### src/rtl/flash_byte_cache_if.sv
// Bus bundle for flash_byte_cache: upstream byte-read port, invalidate pulse,
// flash word-reader port and busy status.
// master: the environment side (cartridge bus plus flash reader).
// slave:  the cache itself.
interface flash_byte_cache_if #(
    parameter int ADDR_WIDTH = 24
);
    logic                  req_valid;
    logic [ADDR_WIDTH-1:0] req_addr;
    logic                  req_ready;
    logic [7:0]            req_rdata;
    logic                  inv;
    logic                  mem_valid;
    logic [ADDR_WIDTH-1:0] mem_addr;
    logic                  mem_ready;
    logic [31:0]           mem_rdata;
    logic                  busy;

    modport master (
        output req_valid, req_addr, inv, mem_ready, mem_rdata,
        input  req_ready, req_rdata, mem_valid, mem_addr, busy
    );

    modport slave (
        input  req_valid, req_addr, inv, mem_ready, mem_rdata,
        output req_ready, req_rdata, mem_valid, mem_addr, busy
    );
endinterface

### src/rtl/flash_byte_cache.sv
// flash_byte_cache: direct-mapped cache of 32-bit flash words serving
// single-byte reads. Misses fetch one word from the SPI flash reader.
// Optional sequential prefetch of the next word after each miss is enabled
// by defining FLASH_CACHE_PREFETCH_EN.
module flash_byte_cache #(
    parameter int                    ADDR_WIDTH = 24,
    parameter int                    LINES      = 8,
    parameter logic [ADDR_WIDTH-1:0] BASE_ADDR  = 24'h100000
) (
    input  logic               clk,
    input  logic               rst,
    flash_byte_cache_if.slave  bus
);
    localparam int IDX_W = $clog2(LINES);
    localparam int WA_W  = ADDR_WIDTH - 2;
    localparam int TAG_W = ADDR_WIDTH - 2 - IDX_W;

    typedef enum logic [1:0] {
        S_IDLE,
        S_FETCH,
        S_RESP
`ifdef FLASH_CACHE_PREFETCH_EN
        , S_PREFETCH
`endif
    } state_t;

    state_t                state_q, state_d;
    logic [LINES-1:0]      valid_q, valid_d;
    logic [TAG_W-1:0]      tag_q  [LINES];
    logic [31:0]           data_q [LINES];
    logic                  inv_pend_q, inv_pend_d;
    logic [WA_W-1:0]       waddr_q, waddr_d;
    logic [1:0]            off_q, off_d;
    logic [7:0]            rdata_q, rdata_d;
    logic [ADDR_WIDTH-1:0] maddr_q, maddr_d;

    logic [IDX_W-1:0]      lk_idx, fill_idx, wr_idx;
    logic [TAG_W-1:0]      lk_tag, fill_tag, wr_tag;
    logic                  lk_hit, fill_en, mem_valid;

`ifdef FLASH_CACHE_PREFETCH_EN
    logic                  miss_q, miss_d;
    logic [WA_W-1:0]       pf_waddr;
    logic [IDX_W-1:0]      pf_idx;
    logic [TAG_W-1:0]      pf_tag;
    logic                  pf_hit;
`endif

    function automatic logic [7:0] byte_sel(input logic [31:0] w, input logic [1:0] o);
        return w[{o, 3'b000} +: 8];
    endfunction

    assign lk_idx   = bus.req_addr[2 +: IDX_W];
    assign lk_tag   = bus.req_addr[ADDR_WIDTH-1 -: TAG_W];
    assign lk_hit   = valid_q[lk_idx] && (tag_q[lk_idx] == lk_tag);
    assign fill_idx = waddr_q[IDX_W-1:0];
    assign fill_tag = waddr_q[WA_W-1 -: TAG_W];

`ifdef FLASH_CACHE_PREFETCH_EN
    // Next sequential word; its index is the demand index + 1 modulo LINES.
    assign pf_waddr  = waddr_q + WA_W'(1);
    assign pf_idx    = pf_waddr[IDX_W-1:0];
    assign pf_tag    = pf_waddr[WA_W-1 -: TAG_W];
    assign pf_hit    = valid_q[pf_idx] && (tag_q[pf_idx] == pf_tag);
    assign mem_valid = (state_q == S_FETCH) || ((state_q == S_PREFETCH) && !pf_hit);
`else
    assign mem_valid = (state_q == S_FETCH);
`endif

    assign bus.mem_valid = mem_valid;
    assign bus.mem_addr  = maddr_q;
    assign bus.req_ready = (state_q == S_RESP);
    assign bus.req_rdata = rdata_q;
    assign bus.busy      = (state_q != S_IDLE);

    // Next-state logic: lookup, fetch/fill, response and optional prefetch.
    always_comb begin
        state_d    = state_q;
        valid_d    = valid_q;
        inv_pend_d = inv_pend_q | bus.inv;
        waddr_d    = waddr_q;
        off_d      = off_q;
        rdata_d    = rdata_q;
        maddr_d    = maddr_q;
        fill_en    = 1'b0;
        wr_idx     = fill_idx;
        wr_tag     = fill_tag;
`ifdef FLASH_CACHE_PREFETCH_EN
        miss_d     = miss_q;
`endif
        case (state_q)
            S_IDLE: begin
                if (inv_pend_q) begin
                    // Invalidate takes the whole cycle; a waiting request is looked up next cycle.
                    valid_d    = '0;
                    inv_pend_d = bus.inv;
                end else if (bus.req_valid) begin
                    waddr_d = bus.req_addr[ADDR_WIDTH-1:2];
                    off_d   = bus.req_addr[1:0];
                    if (lk_hit) begin
                        rdata_d = byte_sel(data_q[lk_idx], bus.req_addr[1:0]);
                        state_d = S_RESP;
`ifdef FLASH_CACHE_PREFETCH_EN
                        miss_d  = 1'b0;
`endif
                    end else begin
                        maddr_d = BASE_ADDR + {bus.req_addr[ADDR_WIDTH-1:2], 2'b00};
                        state_d = S_FETCH;
`ifdef FLASH_CACHE_PREFETCH_EN
                        miss_d  = 1'b1;
`endif
                    end
                end
            end
            S_FETCH: begin
                if (bus.mem_ready) begin
                    fill_en = 1'b1;
                    rdata_d = byte_sel(bus.mem_rdata, off_q);
                    state_d = S_RESP;
                end
            end
            S_RESP: begin
                state_d = S_IDLE;
`ifdef FLASH_CACHE_PREFETCH_EN
                if (miss_q) begin
                    maddr_d = maddr_q + ADDR_WIDTH'(4);
                    state_d = S_PREFETCH;
                end
`endif
            end
`ifdef FLASH_CACHE_PREFETCH_EN
            S_PREFETCH: begin
                if (pf_hit) begin
                    state_d = S_IDLE;
                end else if (bus.mem_ready) begin
                    fill_en = 1'b1;
                    wr_idx  = pf_idx;
                    wr_tag  = pf_tag;
                    state_d = S_IDLE;
                end
            end
`endif
            default: state_d = S_IDLE;
        endcase
        if (fill_en) begin
            valid_d[wr_idx] = 1'b1;
        end
    end

    // Control state with synchronous reset.
    always_ff @(posedge clk) begin
        if (rst) begin
            state_q    <= S_IDLE;
            valid_q    <= '0;
            inv_pend_q <= 1'b0;
            rdata_q    <= 8'h00;
            maddr_q    <= '0;
`ifdef FLASH_CACHE_PREFETCH_EN
            miss_q     <= 1'b0;
`endif
        end else begin
            state_q    <= state_d;
            valid_q    <= valid_d;
            inv_pend_q <= inv_pend_d;
            rdata_q    <= rdata_d;
            maddr_q    <= maddr_d;
`ifdef FLASH_CACHE_PREFETCH_EN
            miss_q     <= miss_d;
`endif
        end
    end

    // Line storage and request address capture; meaningful only under valid bits / FSM state.
    always_ff @(posedge clk) begin
        waddr_q <= waddr_d;
        off_q   <= off_d;
        if (fill_en) begin
            data_q[wr_idx] <= bus.mem_rdata;
            tag_q[wr_idx]  <= wr_tag;
        end
    end
endmodule

### src/flat_wrapper.sv
// flat-port wrapper written by rule: the top's interface ports become plain ports
module flash_byte_cache_flat 
#(
    parameter int                    ADDR_WIDTH = 24,
    parameter int                    LINES      = 8,
    parameter logic [ADDR_WIDTH-1:0] BASE_ADDR  = 24'h100000
)
  (clk, rst, bus_req_valid, bus_req_addr, bus_inv, bus_mem_ready, bus_mem_rdata, bus_req_ready, bus_req_rdata, bus_mem_valid, bus_mem_addr, bus_busy);
  flash_byte_cache_if #(.ADDR_WIDTH(ADDR_WIDTH)) bus_i ();
  input  logic clk;
  input  logic rst;
  input wire logic [$bits(bus_i.req_valid)-1:0] bus_req_valid;
  input wire logic [$bits(bus_i.req_addr)-1:0] bus_req_addr;
  input wire logic [$bits(bus_i.inv)-1:0] bus_inv;
  input wire logic [$bits(bus_i.mem_ready)-1:0] bus_mem_ready;
  input wire logic [$bits(bus_i.mem_rdata)-1:0] bus_mem_rdata;
  output wire logic [$bits(bus_i.req_ready)-1:0] bus_req_ready;
  output wire logic [$bits(bus_i.req_rdata)-1:0] bus_req_rdata;
  output wire logic [$bits(bus_i.mem_valid)-1:0] bus_mem_valid;
  output wire logic [$bits(bus_i.mem_addr)-1:0] bus_mem_addr;
  output wire logic [$bits(bus_i.busy)-1:0] bus_busy;
  assign bus_i.req_valid = bus_req_valid;
  assign bus_i.req_addr = bus_req_addr;
  assign bus_i.inv = bus_inv;
  assign bus_i.mem_ready = bus_mem_ready;
  assign bus_i.mem_rdata = bus_mem_rdata;
  assign bus_req_ready = bus_i.req_ready;
  assign bus_req_rdata = bus_i.req_rdata;
  assign bus_mem_valid = bus_i.mem_valid;
  assign bus_mem_addr = bus_i.mem_addr;
  assign bus_busy = bus_i.busy;
  flash_byte_cache #(.ADDR_WIDTH(ADDR_WIDTH), .LINES(LINES), .BASE_ADDR(BASE_ADDR)) u_core (.clk(clk), .rst(rst), .bus(bus_i));
endmodule
### config.mk
export PLATFORM = sky130hd
export DESIGN_NAME = flash_byte_cache_flat
export DESIGN_NICKNAME = d
export VERILOG_FILES = /design/src/rtl/flash_byte_cache_if.sv /design/src/rtl/flash_byte_cache.sv /design/src/flat_wrapper.sv
export SDC_FILE = /design/constraint.sdc
export NUM_CORES = 1
export LEC_CHECK = 0
export ABC_AREA = 0
export CAP_MARGIN = 20
export CORE_MARGIN = 4
export CORE_UTILIZATION = 60
export CTS_CLUSTER_SIZE = 16
export DETAILED_ROUTE_END_ITERATION = 12
export PLACE_DENSITY = 0.8
export SETUP_SLACK_MARGIN = 0.3
export SYNTH_ARGS = -nofsm -noshare
export SYNTH_HDL_FRONTEND = slang
export SYNTH_SLANG_ARGS = --single-unit
export TNS_END_PERCENT = 30
### constraint.sdc
create_clock -name clk -period 7 [get_ports clk]
set_input_delay 1.05 -clock clk [delete_from_list [all_inputs] [get_ports clk]]
set_output_delay 1.05 -clock clk [all_outputs]
set_load 0.02 [all_outputs]
==> impl_metrics.csv <==
group,metric,value,unit
sta,finalHoldViolations,0,
floorplan,num_rows,64,
clocking,clkLatencyLatePin,0.54,ns
setup_path,r2r_start,"u_core.state_q[0]$_SDFFE_PP0P_",
sta,slew_violations,0,
drt,drtAntennaViolNets,0,
yosys,synth_edf_count,432,
drt,drc,0,
pwr,ir_drop,0.218,mV
yosys,synth.largest_area_cell,"edfxtp_1",
yosys,yosys_warnings,0,
setup_path,crit_slowest_cell,"buf_4",
yosys,synth-main-ff-cell,"edfxtp_1",
grt,antenna_found_initial,2,
setup_path,path_max_fanout,55,
layout,instances_no_fill,1435,
clocking,path_clk_slew,0.06,ns
drt,routed_via_density,6.33,
yosys,synth_common_cells,"edfxtp_1, mux4_2, mux2i_1",
sta,whs,0.472,ns
min_path,min-delay-path-class,"reg -> reg",
yosys,seq_area_frac_synth,74.5,%
layout,antenna_cells,0,
clocking,cts_tree,"done",
layout,multi_input_area,0.00454,mm2
sta,worstMarginPinSlew,0.933,ns
layout,regArea,0.0138,mm2
floorplan,initial_utilization,60.7,%
clocking,htree_levels,2,
clocking,cts_resized,0,
status,status,"completed",
yosys,yosysUniqueCellTypes,38,
floorplan,die-area,0.0337,mm2
yosys,ys_ff_latch,473,
drt,dr.pass1.iters,5,
grt,grt_max_degree,72,
sta,tns,0,ns
setup_path,end_kind,"flop",
pwr,total_power,5.95,mW
place,numPlacedInstances,1349,
sta,slew_headroom,37.7,%
clocking,ctsLongestPathBuffers,3,
clocking,clkSinkCount,473,
run,drv_cap,0,
sta,fmax,253,MHz
layout,nets,1064,
grt,track_usage,23.6,%
layout,final_util,70.1,%
yosys,avgSynthCellArea,20.8,um2
min_path,hold_start,"u_core.bus.mem_addr[18]$_SDFFE_PP0P_",
drt,drtIter0Drc,896,
clocking,post_cts_buffers,0,
setup_path,worst_setup_path_start_kind,"primary input",
clocking,root_buffer,"clkbuf_16",
place,io_buffers,93,
layout,synthToLayoutAreaGrowth,15.5,%
drt,wl_per_cell,27.3,um
layout,final_cell_area,0.0214,mm2
setup_path,crit_family,"multiplexers",
setup_path,cpPeakStageDelay,0.80,ns
yosys,synthCells,889,
layout,drive_gt1_share,21.7,%
clocking,cts_buffers,46,
grt,grt-ovfl-total,0,
sta,grt_setup_unrepaired,"false",
sta,period_share,56.5,%
setup_path,crit_start,"bus_req_addr[2]",
pwr,p_per_area,278,mW/mm2
floorplan,core_area,0.0305,mm2
sta,skew,0.0222,ns
grt,grt_pass1_wl,59400,um
place,placed_area,0.0199,mm2
layout,fillers,1810,
pwr,leakagePower,7.00,nW
floorplan,dieWidth,184,um
place,globalplace.congestion,0.739,
place,dp_hpwl,21300,um
setup_path,r2r_slack,3.84,ns
floorplan,dieHeight,184,um
yosys,yosysMostFrequentCell,"edfxtp_1",
place,pre_cts_ws,2.49,ns
setup_path,cp.arrival,4.38,ns
grt,grt_pass1_vias,9387,
clocking,cts-hold-fix-buffers,0,
yosys,netlist_area,0.0185,mm2
drt,vias,9087,
sta,fin_ws,3.04,ns
yosys,synthArstFlopShare,0,%
setup_path,worstPathRequired,7.42,ns
yosys,synth_top_area_share,70.0,%
setup_path,crit_type,"in -> reg",
floorplan,ios,96,
yosys,synth_area_leaders,"edfxtp_1, mux4_2, dfxtp_1",
drt,wl,39200,um
setup_path,crit_path_cell_trace,"buf_6 -> buf_4 -> mux4_2 -> mux4_2 -> mux2i_1 -> nor2_1 -> a21oi_1 -> nor2_1 -> mux2_2",
setup_path,path_buf_inv,2,
sta,setup_viol,0,
sta,fin_crit,3.96,ns
-- where the power goes --
part	total (mW)	switching [mW]	internal, mW
combinational	0.365	0.195	0.170
sequential	3.15	0.0304	3.12
clock	2.43	1.01	1.42
-- cell type report --
type | count | area share (%)
tap | 396 | 2.32
multi-input combinational | 368 | 21.2
inverter | 2 | 0.0351
timing repair buffer | 111 | 5.00
clock inverter | 29 | 1.23
sequential | 473 | 64.5
clock buffer | 56 | 5.70
-- flip-flops by register name, indices dropped and copies added (netlist names) --
signal / cells
u_core.off_q: 2
u_core.bus.req_rdata: 8
u_core.tag_q: 152
u_core.inv_pend_q: 1
u_core.state_q: 2
u_core.data_q: 256
u_core.bus.mem_addr: 22
u_core.valid_q: 8
u_core.waddr_q: 22
-- cells by family (layout without fill, tap and decap cells) --
group | after synthesis | in the layout | share of synthesized area (%)
muxes | 195 | 195 | 18.5
DFF | 473 | 473 | 74.5
xor gates and xnor gates | 16 | 16 | 0.757
other | 1 | 2 | 0.0202
buffers and inverters | 49 | 198 | 1.38
and+or+nand+nor | 115 | 115 | 3.47
adders and majority gates | 1 | 1 | 0.0675
AOI/OAI and AO/OA | 39 | 39 | 1.37
-- worst reg2reg max path, cell delays in order, from the launching register on --
cell and delay, ns:
dfxtp_1 0.40, nor2b_1 0.17, buf_4 0.30, and2_1 0.28
nand2b_1 0.26, nor2_4 0.78, buf_4 0.60
-- layout by cell type (no fill, tap or decap), types with 2 or more instances in the layout --
cell type	netlist	routed
edfxtp_1	432	432
mux4_2	116	116
clkdlybuf4s50_1	0	89
mux2i_1	68	68
clkbuf_16	0	47
nand2b_1	42	42
dfxtp_1	41	41
nor2_1	37	31
a21oi_1	20	20
buf_4	6	19
xor2_1	14	14
nor2b_1	13	13
clkinv_1	0	12
clkinv_2	0	10
mux2_2	8	8
clkbuf_1	12	8
nor2_4	0	6
a22oi_1	6	6
nand3_1	5	5
bufinv_16	0	5
nand2_1	4	4
o21ai_0	4	4
a22o_1	4	4
inv_1	2	2
and2_1	2	2
nor3_2	0	2
and2b_1	2	2
a21o_1	2	2
xnor2_1	2	2
and3_1	2	2
nor4_4	2	2
or3_1	2	2
mux2_1	2	2
conb_1	1	2
-- per-layer routing --
| metal | routed length [um] | up-vias | global-route usage [%] |
|---|---|---|---|
| met4 | 1070 | 2 | 7.22 |
| li1 | - | 3842 | - |
| met1 | 15800 | 4754 | 34.9 |
| met5 | 12 | - | 0 |
| met2 | 19100 | 407 | 36.9 |
| met3 | 3180 | 82 | 4.25 |
-- final timing paths --
check             cells after the start                              endpoint
setup reg to reg                      6         u_core.tag_q[6][11]$_DFFE_PP_
hold reg to reg                       2  u_core.bus.mem_addr[18]$_SDFFE_PP0P_
hold / removal                        2  u_core.bus.mem_addr[18]$_SDFFE_PP0P_
setup / recovery                      9  u_core.bus.req_rdata[1]$_SDFFE_PP0P_
(Power assumes the default switching activity.)
